--- src/rtl/regfile_wb_arbiter.sv ---
// rtl/regfile_wb_arbiter.sv - register file write-port arbiter with mult/div result buffer and busy scoreboard
module regfile_wb_arbiter #(
  parameter int DEPTH = 2
) (
  input  logic        clock,
  input  logic        ctrl_reset_n,
  input  logic        pipe_we,
  input  logic [4:0]  pipe_rd,
  input  logic [31:0] pipe_data,
  input  logic        md_issue,
  input  logic [4:0]  md_issue_rd,
  input  logic        md_valid,
  output logic        md_ready,
  input  logic [4:0]  md_rd,
  input  logic [31:0] md_data,
  input  logic [4:0]  chk_regA,
  input  logic [4:0]  chk_regB,
  input  logic [4:0]  chk_regD,
  output logic        stall_busy,
  output logic        ctrl_writeEnable,
  output logic [4:0]  ctrl_writeReg,
  output logic [31:0] data_writeReg
);

  localparam int PW = (DEPTH > 1) ? $clog2(DEPTH) : 1;
  localparam int CW = $clog2(DEPTH + 1);
  localparam logic [PW-1:0] LAST = PW'(DEPTH - 1);
  localparam logic [CW-1:0] FULL = CW'(DEPTH);

  logic [4:0]    buf_rd   [DEPTH];
  logic [31:0]   buf_data [DEPTH];
  logic [PW-1:0] head;
  logic [PW-1:0] tail;
  logic [CW-1:0] count;
  logic [31:0]   busy;
  logic [31:0]   busy_next;
  logic          pipe_req;
  logic          push;
  logic          pop;
  logic [4:0]    head_rd;
  logic [31:0]   head_data;

  function automatic logic [PW-1:0] next_ptr(input logic [PW-1:0] p);
    return (p == LAST) ? '0 : p + 1'b1;
  endfunction

  // md_ready uses the pre-pop count, so a full buffer refuses even while draining
  assign md_ready   = (count < FULL);
  assign pipe_req   = pipe_we && (pipe_rd != 5'd0);
  assign push       = md_valid && md_ready && (md_rd != 5'd0);
  assign pop        = !pipe_req && (count != '0);
  assign head_rd    = buf_rd[head];
  assign head_data  = buf_data[head];
  assign stall_busy = busy[chk_regA] | busy[chk_regB] | busy[chk_regD];

  always_comb begin
    busy_next = busy;
    if (pop) busy_next[head_rd] = 1'b0;
    // a new issue to the same register outranks the retiring result
    if (md_issue && (md_issue_rd != 5'd0)) busy_next[md_issue_rd] = 1'b1;
    busy_next[0] = 1'b0;
  end

  always_ff @(posedge clock) begin
    if (push) begin
      buf_rd[tail]   <= md_rd;
      buf_data[tail] <= md_data;
    end
  end

  always_ff @(posedge clock or negedge ctrl_reset_n) begin
    if (!ctrl_reset_n) begin
      head             <= '0;
      tail             <= '0;
      count            <= '0;
      busy             <= '0;
      ctrl_writeEnable <= 1'b0;
      ctrl_writeReg    <= 5'd0;
      data_writeReg    <= 32'd0;
    end else begin
      if (push) tail <= next_ptr(tail);
      if (pop)  head <= next_ptr(head);
      count <= count + CW'(push) - CW'(pop);
      busy  <= busy_next;
      if (pipe_req) begin
        ctrl_writeEnable <= 1'b1;
        ctrl_writeReg    <= pipe_rd;
        data_writeReg    <= pipe_data;
      end else if (pop) begin
        ctrl_writeEnable <= 1'b1;
        ctrl_writeReg    <= head_rd;
        data_writeReg    <= head_data;
      end else begin
        ctrl_writeEnable <= 1'b0;
        ctrl_writeReg    <= 5'd0;
        data_writeReg    <= 32'd0;
      end
    end
  end

endmodule
--- config.mk ---
export PLATFORM = sky130hd
export DESIGN_NAME = regfile_wb_arbiter
export DESIGN_NICKNAME = d
export VERILOG_FILES = /design/src/rtl/regfile_wb_arbiter.sv
export SDC_FILE = /design/constraint.sdc
export NUM_CORES = 1
export LEC_CHECK = 0
export ABC_AREA = 1
export CAP_MARGIN = 40
export CORE_MARGIN = 2
export CORE_UTILIZATION = 51
export DETAILED_ROUTE_END_ITERATION = 8
export PLACE_DENSITY_LB_ADDON = 0.12
export SETUP_SLACK_MARGIN = 0.3
export SYNTH_ARGS = -nofsm -noshare
export SYNTH_HDL_FRONTEND = slang
export SYNTH_SLANG_ARGS = --single-unit
--- constraint.sdc ---
create_clock -name clock -period 3.69 [get_ports clock]
set_input_delay 0.369 -clock clock [delete_from_list [all_inputs] [get_ports clock]]
set_output_delay 0.369 -clock clock [all_outputs]
set_load 0.01 [all_outputs]
# After elaboration in Yosys (flattened, before gate mapping)
# Memories as Yosys holds them, arrays and structs flattened.
# Index checks and enable logic that the tools add are counted.
[totals]
mem_bits_rw = 74
latch_bits = 0
mem_count = 2
out_inout_bits = 40
elab_cells = 60
rom_bits = 0
reg_bits = 73
[classes]
bitwise = 5
eq_ne = 0
addsub = 4
mul = 0
div = 0
muxes = 22
reduce_logical = 12
shifts = 0
magnitude_cmp = 8
[mem_list]
columns = ["memory", "words", "width", "read_ports", "rd_clocked_by_memory_dff", "write_ports", "line", "source"]
rows = [
  ["buf_data", 2, 32, 1, 0, 1, "31", "logic [31:0] buf_data [DEPTH];"],
  ["buf_rd", 2, 5, 1, 0, 1, "30", "logic [4:0] buf_rd [DEPTH];"],
]
[op_table]
columns = ["operator", "count"]
rows = [
  ["32-bit 2-to-1 mux", 4],
  ["32-bit AND", 1],
  ["32-bit inverter", 1],
  ["32-bit bitwise OR", 1],
  ["5-bit by 6-bit < comparator with 1-bit output, second input constant", 5],
  ["1-bit binary-select mux with 5-bit select", 3],
  ["5-bit nonzero test", 3],
  ["1-bit 2-to-1 mux", 11],
  ["1-bit demux with 5-bit select", 2],
  ["5-bit by 1-bit >= comparator with 1-bit output, second input constant", 2],
  ["5-bit 2-to-1 mux", 2],
  ["1-bit logical AND", 7],
  ["1-bit adder, second input constant", 2],
  ["2-bit by 1-bit adder with 2-bit output", 1],
  ["2-bit < comparator, second input constant", 1],
  ["1-bit bitwise OR", 2],
  ["2-bit nonzero test", 1],
  ["2-bit by 1-bit subtractor with 2-bit output", 1],
  ["1-bit logical NOT", 1],
]

# Depth between registers and ports, before layout
# An unclocked memory read counts as a cell.
[depth]
depth_word = 10
ltp_mapped = 11
ltp_nobuf = 9

# Worst setup path before layout
# OpenSTA, ideal clock, no wires.
[synth_path]
kind = "register to register"
startpoint = "register count[1]"
endpoint = "memory buf_data[0][0], enable pin"
path_stages_with_launch = 4
t_arrival_ns = 2.270
required_time_ns = 3.259
period_less_slack_ns = 2.701
path_slack_ns = 0.989
path_cell_list = "dfrtp_1 -> inv_1 -> nand3_1 -> nor2_1"
[synth_between]
elab_chain_len = 5
[synth_lines]
columns = ["element", "line", "source"]
rows = [
  ["start: declaration", "34", "logic [CW-1:0] count;"],
  ["start signal: assignment", "83", "count <= count + CW'(push) - CW'(pop);"],
  ["2-bit < comparator", "48", "assign md_ready = (count < FULL);"],
  ["via md_ready", "13", "output logic md_ready,"],
  ["1-bit logical AND (2 in series)", "50", "assign push = md_valid && md_ready && (md_rd != 5'd0);"],
  ["1-bit 2-to-1 mux", "65", "if (push) begin"],
  ["1-bit 2-to-1 mux (not written as such)", "67", "buf_data[tail] <= md_data;"],
  ["end: declaration", "31", ""],
]
# The timed path passes the listed nets, and every way through them passes these cells.

# Worst setup path after layout
[layout_path]
startpoint = "input chk_regD[0]"
endpoint = "output stall_busy"
[layout_between]
elab_chain_len = 3
[layout_lines]
columns = ["element", "line", "source"]
rows = [
  ["start: declaration", "18", "input logic [4:0] chk_regD,"],
  ["1-bit binary-select mux with 5-bit select", "54", "assign stall_busy = busy[chk_regA] | busy[chk_regB] | busy[chk_regD];"],
  ["1-bit 2-to-1 mux (not written as such)", "54", ""],
  ["1-bit bitwise OR", "54", ""],
  ["end: declaration", "19", "output logic stall_busy,"],
]
# Every way passes these cells. The select of a mux whose other input is x is not followed.

==> results.md <==
* Post-cts sizing count at 0
* R2r startpoint: count[1]
* Synth area leaders: edfxtp_1, dfrtp_1, nand2_1
* Worst hold margin at 0.447 ns
* Setup slack after layout at 0.682 ns
* Slew Viols, Final at 0
* Area leader, netlist: edfxtp_1
* Setup Viol. Count Final at 0
* Non-Filler Instances at 1026
* Crit Path Class: input pin to output port
* Maxcap violations at 0
* Vias in the first global route at 5807
* Clk buf depth at 2
* Crit Reg-Reg Endpoint: buf_data[0][11]
* Clock latency on the worst-skew pair at 0.42 ns
* Area Overhead vs Synth at 32.3%
* R2R cell count at 4
* Clock Sink Count at 147
* Status: finished, final reports clean
* Max frequency at 332 MHz
* Mapped Avg Cell Area at 9.49 µm²
* Relative slew margins at 0.468
* CTS H-Tree Depth at 4
* Worst slew pin tran at 0.796 ns
* Antenna Nets Post-Route at 0
* Antenna violations before repair at 0
* CP required at 3.32 ns
* Share of the synthesized area in the top cell type at 0.332
* Total I/O pin count at 139
* Row cnt at 41
* Post-Place Worst Slack at 0.722 ns
* Fin area at 8850 µm²
* Num CTS Buffers at 17
* Root Buffer: clkbuf_16
* Area of the multi-input gates at 2290 µm²
* Startpoint type of the worst setup path: input pin
* Vias per cell at 5.57
* CTS tree: done
* Setup TNS at 0 ns
* Dpl cells at 993
* Min-Delay Path Class: input pin to async pin
* Worst path cell trace: clkdlybuf4s50_1 -> inv_1 -> nand2_1 -> nand3_1 -> nand3_1 -> nand3_1 -> nand3b_1 -> nand2_1 -> nand3_1 -> clkdlybuf4s50_1
* Antenna diode count at 0
* CP Launch Point: chk_regD[0]
* Ys Warns at 0
* Post-layout minimum cycle time at 3.01 ns
* 1st-iter DRT viols at 457
* Post-CTS Setup Bufs at 0
* Die Area at 14100 µm²
* Final net count at 942
* Crit path max-delay cell type: clkdlybuf4s50_1
* # fillers at 944
* Maximum vdd drop at 0.406 mV
* RSZ-0062 raised after global routing: false
* GR Util All Layers at 0.283
* Final clock skew at 0.00942 ns
* PwrDens at 702 nW/µm²
* Buf+Inv Stages, Crit Path at 3
* Register area share after synthesis at 0.605
* Leakage power at 3.67 nW
* DRC at 0
* Critical Path Fanout Max at 15
* Post-Syn Area at 6690 µm²
* Delay-heaviest family, CP: buffers and inverters
* Setup crit end kind: output port
* CTS hold repair buffers at 1
* CP endpoint: stall_busy
* Congestion Overflow GR at 0
* DR WL/cell at 18.6 µm
* Largest net degree at the start of global routing at 45
* I/O Buffers at 138
* Unique cell type count in the Yosys netlist at 33
* Tcrit/Tclk final at 0.815
* Dpl cell area at 8250 µm²
* Layout cells sized above 1 at 0.0843
* Final wirelength at 19100 µm
* Core area at 12700 µm²
* First-pass GRT wire length at 30400 µm
* Die Wd at 119 µm
* Critical Path Max Stage Delay at 0.79 ns
* Final Wtd Congestion at 0.966
* Final Hold Viols at 0
* Clock-pin transition on the worst setup and hold timing paths at 0.06 ns
* Critical path arrival at 2.64 ns
* Detailed placer's ending HPWL at 13400 µm
* Syn Inst Count at 705
* Syn nets at 806
* Critical path depth at 10
* Initial core utilization at 0.526
* FF+latch area at 4050 µm²
* Vias at 5717
* Pre-antenna DRT Iters at 5
* FF+latch count, synth at 147
* Die height at 119 µm
* Worst R2R Setup Slack at 1.66 ns
* Most frequent cell on the critical path: nand3_1
==> per-layer routing <==
metal / up-vias / global-route usage / routed length, µm
met1: 2775 / 0.319 / 7100
met2: 219 / 0.489 / 10000
met3: 45 / 0.0782 / 1170
met5: - / 0 / 0
li1: 2678 / - / -
met4: 0 / 0.147 / 810
==> worst min-delay path by stage <==
stage / startpoint / cells past startpoint / slack, ns / to
2_1_floorplan: ctrl_reset_n / 0 / 0.07 / busy[10]
3_3_place_gp: busy[6] / 2 / 0.48 / busy[6]
3_5_place_dp: ctrl_reset_n / 1 / 0.34 / data_writeReg[0]
4_1_cts: ctrl_reset_n / 2 / 0.44 / data_writeReg[0]
5_1_grt: ctrl_reset_n / 2 / 0.48 / data_writeReg[0]
6_report: ctrl_reset_n / 2 / 0.45 / data_writeReg[0]
==> cells by family after synthesis <==
kind of cell             share of synthesized area
buffers and inverters                       0.0550
adder cells (fa/ha/maj)                    0.00374
AND/OR/NAND/NOR                              0.210
flip-flops                                   0.605
XOR/XNOR                                   0.00524
AO/OA/AOI/OAI                                0.121
==> registers in the layout, summed over array words and instances (netlist names) <==
signal	flops
buf_data	64
buf_rd	10
busy	31
count	2
ctrl_writeEnable	1
ctrl_writeReg	5
data_writeReg	32
head	1
tail	1
==> cell usage in the layout (no fill, tap or decap), types with 22 or more instances in the layout <==
| cell | instances |
|---|---|
| inv_1 | 52 |
| nand2_1 | 204 |
| a31o_1 | 22 |
| edfxtp_1 | 74 |
| a21oi_1 | 32 |
| dfrtp_1 | 73 |
| clkdlybuf4s50_1 | 137 |
| nand3_1 | 87 |
| o21ai_1 | 55 |
==> Yosys cell counts (all sizes together) <==
library cell	instances
nand2	208
nand3	88
edfxtp	74
dfrtp	73
o21ai	64
inv	59
a21oi	32
a31o	32
nor2	23
clkbuf	20
buf	12
nor3	3
o22ai	3
or2	3
xor2	3
ha	2
a21boi	1
a31oi	1
nand3b	1
nand4	1
o211ai	1
xnor2	1
==> layout make-up <==
type,count,share of cell area
clock buffer,25,0.0584
clock inverter,7,0.00792
inverter,59,0.0250
multi-input combinational,467,0.259
sequential,147,0.457
tap,172,0.0243
timing repair buffer,149,0.168
==> through the flow <==
step / util / power (mW)
finish: 0.696 / 6.21
global route: 0.696 / 6.54
CTS: 0.696 / 6.23
detailed placement: 0.649 / 4.54
global placement: 0.647 / 4.47
floorplan: - / 3.62
==> power by group <==
| group | switching (mW) | internal, mW | total, mW |
|---|---|---|---|
| combinational | 1.15 | 0.802 | 1.96 |
| sequential | 0.372 | 2.21 | 2.58 |
| clock | 0.635 | 1.04 | 1.68 |
| total | 2.16 | 4.05 | 6.21 |
Power figures use the tool's default switching activity.
==> edit 1 (same settings) <==
Set the parameter `DEPTH` to 4 (it was 2).
--- a/src/rtl/regfile_wb_arbiter.sv
+++ b/src/rtl/regfile_wb_arbiter.sv
@@ -1,6 +1,6 @@
 // rtl/regfile_wb_arbiter.sv - register file write-port arbiter with mult/div result buffer and busy scoreboard
 module regfile_wb_arbiter #(
-  parameter int DEPTH = 2
+  parameter int DEPTH = 4
 ) (
   input  logic        clock,
   input  logic        ctrl_reset_n,
Behaviour: not the same (Yosys sat finds a counterexample within 4 cycles, from zero or initial values and one cycle with ctrl_reset_n low).
==> edit 1 against the unedited design <==
  * Register-to-register slack got worse by 0.34 ns
  * Routed wire length is 25% higher
  * Setup slack improved by 0.10 ns
  * Sequential share of layout area grew 4.9 points
  * Sequential cell count grew 77
  * Total power up 46%
  * Clock power grew 51%
  * Hold slack got worse by 0.20 ns
  * Critical endpoint unchanged
  * Combinational power grew 43%
  * Cell area is 42% higher
  * Area after synthesis increased by 50%
  * First-iteration DRC count grew 30%
==> edit 1: results <==
{
  "first_pass_iters": 6,
  "h-tree-depth": 1,
  "ys_seq_area_frac": 0.6341,
  "wl_met2_mm": 11.12,
  "layout-drive-gt1-share": 0.07029,
  "leakagePower_nw": 5.289,
  "synthTopCellsByCount": "nand2_1, edfxtp_1, nand3_1",
  "worstPathArrival_ns": 2.54,
  "worstSkewPairLatency_ns": 0.52,
  "wl_met1_mm": 10.31,
  "dp_hpwl_mm": 15.30,
  "gp_congestion": 0.9403,
  "hold_path.class": "input pin to flop",
  "ctsResizeCount": 0,
  "drtIter0Drc": 592,
  "reg_top3": "buf_data x128, data_writeReg x32, busy x31",
  "clock_path_buffers": 3,
  "synthDistinctLibCells": 32,
  "crit_path_max_fanout": 13,
  "grt_pass1_wl_mm": 37.22,
  "numCtsBuffers": 23,
  "syn-num-nets": 1150,
  "fin_worst_skew_ns": 0.01243,
  "clkTransAtPathRegs_ns": 0.06,
  "grt_max_degree": 90,
  "synthTopCellsByArea": "edfxtp_1, dfrtp_1, nand2_1",
  "max_slew_margin": 0.4359,
  "route.met3.wl_mm": 1.614,
  "grt_use_total": 0.2331,
  "root_buffer": "clkbuf_16",
  "antenna_found_initial": 1,
  "nets": 1285,
  "synth-main-ff-cell": "edfxtp_1",
  "grt_pass1_vias": 7088,
  "post_drt_via_cell_ratio": 5.203,
  "status": "finished, final reports clean",
  "synth-edff-count": 148,
  "wl_mm": 23.79,
  "vdd_drop_max_v": 0.0003832,
  "synthArstFlopShare": 0.3393,
  "io_buffer_count": 138
}
edit 1: cell count changes after synthesis, sizes merged, moves of 8 or more:
cell,before,now
nand2,208,343
edfxtp,74,148
nand3,88,145
inv,59,103
a31o,32,1
o21ai,64,86
buf,12,20
nor3,3,11
edit 1: what timing repair did:
item / in CTS / in global routing
hold endpoints to repair: 55 / 0
hold buffers: 1 / 0
setup endpoints to repair: 0 / 0
buffers inserted: 0 / 0
edit 1: routing by layer:
layer / global-route usage / vias to the layer above
met1: 0.3182 / 3561
met3: 0.04404 / 50
li1: - / 3746
met2: 0.3779 / 245
met5: 0 / -
met4: 0.08101 / 0
edit 1: report_power, final:
group,switching (mW),total [mW],internal (mW)
Sequential,0.413,3.70,3.29
Combinational,1.75,2.80,1.06
Clock,0.952,2.53,1.58
edit 1: cells by family after synthesis:
logic type               Yosys count  synth area share
AO/OA/AOI/OAI                    128           0.06538
flip-flops                       224            0.6341
buffers and inverters            150           0.06101
XOR/XNOR                           2          0.001751
adder cells (fa/ha/maj)            8           0.01075
AND/OR/NAND/NOR                  531            0.2270
edit 1: final timing paths:
path	slack, ns	to	cells after the start	start
worst max-delay path	0.79	stall_busy	10	chk_regD[0]
worst min-delay path	0.24	ctrl_writeEnable	3	pipe_we
worst max register to register	1.32	busy[12]	8	head[0]
worst min register to register	0.48	busy[7]	2	busy[7]
max in group asynchronous	2.44	data_writeReg[1]	3	ctrl_reset_n
min in group asynchronous	0.46	busy[15]	2	ctrl_reset_n
edit 1: metrics by stage:
stage | util | cell area [sq um] | cells | hold WS (ns) | worst slack (ns)
2_1_floorplan | - | 10010 | 1043 | 0.07341 | 0.8898
3_3_place_gp | 0.6035 | 11670 | 1415 | 0.4565 | 0.8327
3_5_place_dp | 0.6040 | 11680 | 1417 | 0.4655 | 0.8135
4_1_cts | 0.6484 | 12540 | 1460 | 0.2367 | 0.8048
5_1_grt | 0.6485 | 12540 | 1461 | 0.2638 | 0.5892
6_report | 0.6485 | 12540 | 1461 | 0.2444 | 0.7856
edit 1: critical path: stages:
cell,delay [ns]
clkdlybuf4s50_1,0.74
inv_1,0.27
nand2_1,0.12
nand3_1,0.07
nand3_1,0.10
nand3_1,0.08
nand3_1,0.09
nand2_1,0.09
nand3_1,0.07
clkdlybuf4s50_1,0.53
edit 1: final cells by class:
type	instances	area, sq um
fillers	1544	6795
flip-flops and latches	224	6350
multi-input cells	669	3082
repair buffers	156	1531
clock buffers	28	634.4
inverters	104	394.1
well taps	265	331.6
clock inverters	14	214.0
diodes	1	2.502
==> edit 2 (same settings) <==
Without the edit above. Reset style: synchronous (`ctrl_reset_n`), changed in one clocked block.
--- a/src/rtl/regfile_wb_arbiter.sv
+++ b/src/rtl/regfile_wb_arbiter.sv
@@ -68,7 +68,7 @@
     end
   end
 
-  always_ff @(posedge clock or negedge ctrl_reset_n) begin
+  always_ff @(posedge clock) begin
     if (!ctrl_reset_n) begin
       head             <= '0;
       tail             <= '0;
Check against the original RTL: differs if ctrl_reset_n is asserted again (counterexample within 4 cycles, from zero or initial values and one cycle with ctrl_reset_n low); with ctrl_reset_n held inactive, the same outputs for 4 cycles.
==> edit 2 against the unedited design <==
  * Die area down 0.58%
  * First-iteration DRC count is 12% lower
  * Highest routed layer unchanged
  * Area after synthesis decreased by 0.60%
  * Sequential cell count rose by 1
  * Non-clock buffer count fell by 1
  * Routed wire length down 7.0%
  * Global-route usage is 2.6 points lower
  * Critical path type unchanged
  * Total power is 21% lower
  * Register-to-register slack improved by 0.05 ns
  * Critical path depth up 1
  * Cell area down 0.55%
  * Sequential share of layout area down 3.7 points
  * Core utilization fell by 0.10 points
  * Setup slack lost 0.094 ns
  * Largest power group unchanged
  * Critical endpoint unchanged
==> edit 2: results <==
{
  "worst_hold_slack_ns": 0.4649,
  "placed_area_sq_mm": 0.008208,
  "grt_pass1_wl_mm": 28.42,
  "post_drt_wl_per_cell_um": 16.36,
  "vdd_drop_max_v": 0.0003013,
  "fin_worst_skew_ns": 0.007800,
  "crit_path_max_fanout": 17,
  "instances_no_fill": 1086,
  "clock_path_buffers": 2,
  "fill_cells": 1009,
  "hold_path.class": "flop to flop",
  "reg2reg_to": "buf_data[0][20]",
  "status": "finished, final reports clean",
  "leakagePower_nw": 3.304,
  "drtIter0Drc": 400,
  "dp_cells": 1054,
  "layout-drive-gt1-share": 0.1039,
  "r2r_start": "count[1]",
  "max_slew_margin": 0.5227,
  "dp_hpwl_mm": 12.47,
  "multi_input_area_sq_mm": 0.002577,
  "grt_max_degree": 44,
  "pre_cts_slack_ns": 0.6505,
  "syn-num-nets": 869,
  "synthXorXnorAreaFrac": 0.001317,
  "gp_congestion": 0.9542,
  "hp-start": "head",
  "synthDistinctLibCells": 27,
  "synthTopCellsByArea": "edfxtp_1, dfxtp_1, nand2_1",
  "worstPathArrival_ns": 2.73,
  "ys_seq_area_frac": 0.5568,
  "nets": 1002,
  "reg2reg_slack_ns": 1.71,
  "grt_use_total": 0.2574
}
==> edit 2: changes by cell type in the layout (fill, tap and decap cells not counted), moves of 7 or more <==
cell,change
o21ai_1,-32
mux2_2,+32
nand2_1,+53
dfrtp_1,-73
a31o_2,-10
nor2_2,+7
dfxtp_1,+73
a21oi_1,+41
nand3_1,-8
a31o_1,-22
==> edit 2: power breakdown <==
group	switching (mW)	internal, mW	total, mW
Combinational	0.660	0.487	1.15
Sequential	0.0782	1.96	2.04
Clock	0.650	1.06	1.71
Total	1.39	3.51	4.90
==> edit 2: routing by layer <==
layer	global-route usage	wire length, um	up-vias
met5	0	0	-
met4	0.1461	735	0
met3	0.07095	1254	65
met2	0.4523	9174	244
met1	0.2777	6601	2781
li1	-	-	2827
==> edit 2: how the worst max path moves through the flow <==
stage	start	endpoint	slack [ns]	cells after the start
floorplan	count[1]	buf_data[0][0]	1.09	3
global placement	chk_regA[0]	stall_busy	0.77	10
detailed placement	chk_regA[0]	stall_busy	0.65	10
CTS	chk_regA[0]	stall_busy	0.65	10
global route	chk_regA[0]	stall_busy	0.43	11
finish	chk_regB[0]	stall_busy	0.59	11
==> edit 2: cell type report <==
type | instances | share of cell area
repair buffers | 148 | 0.1683
well taps | 172 | 0.02445
multi-input cells | 525 | 0.2928
clock inverters | 13 | 0.01834
clock buffers | 19 | 0.04918
inverters | 61 | 0.02601
flip-flops and latches | 148 | 0.4209
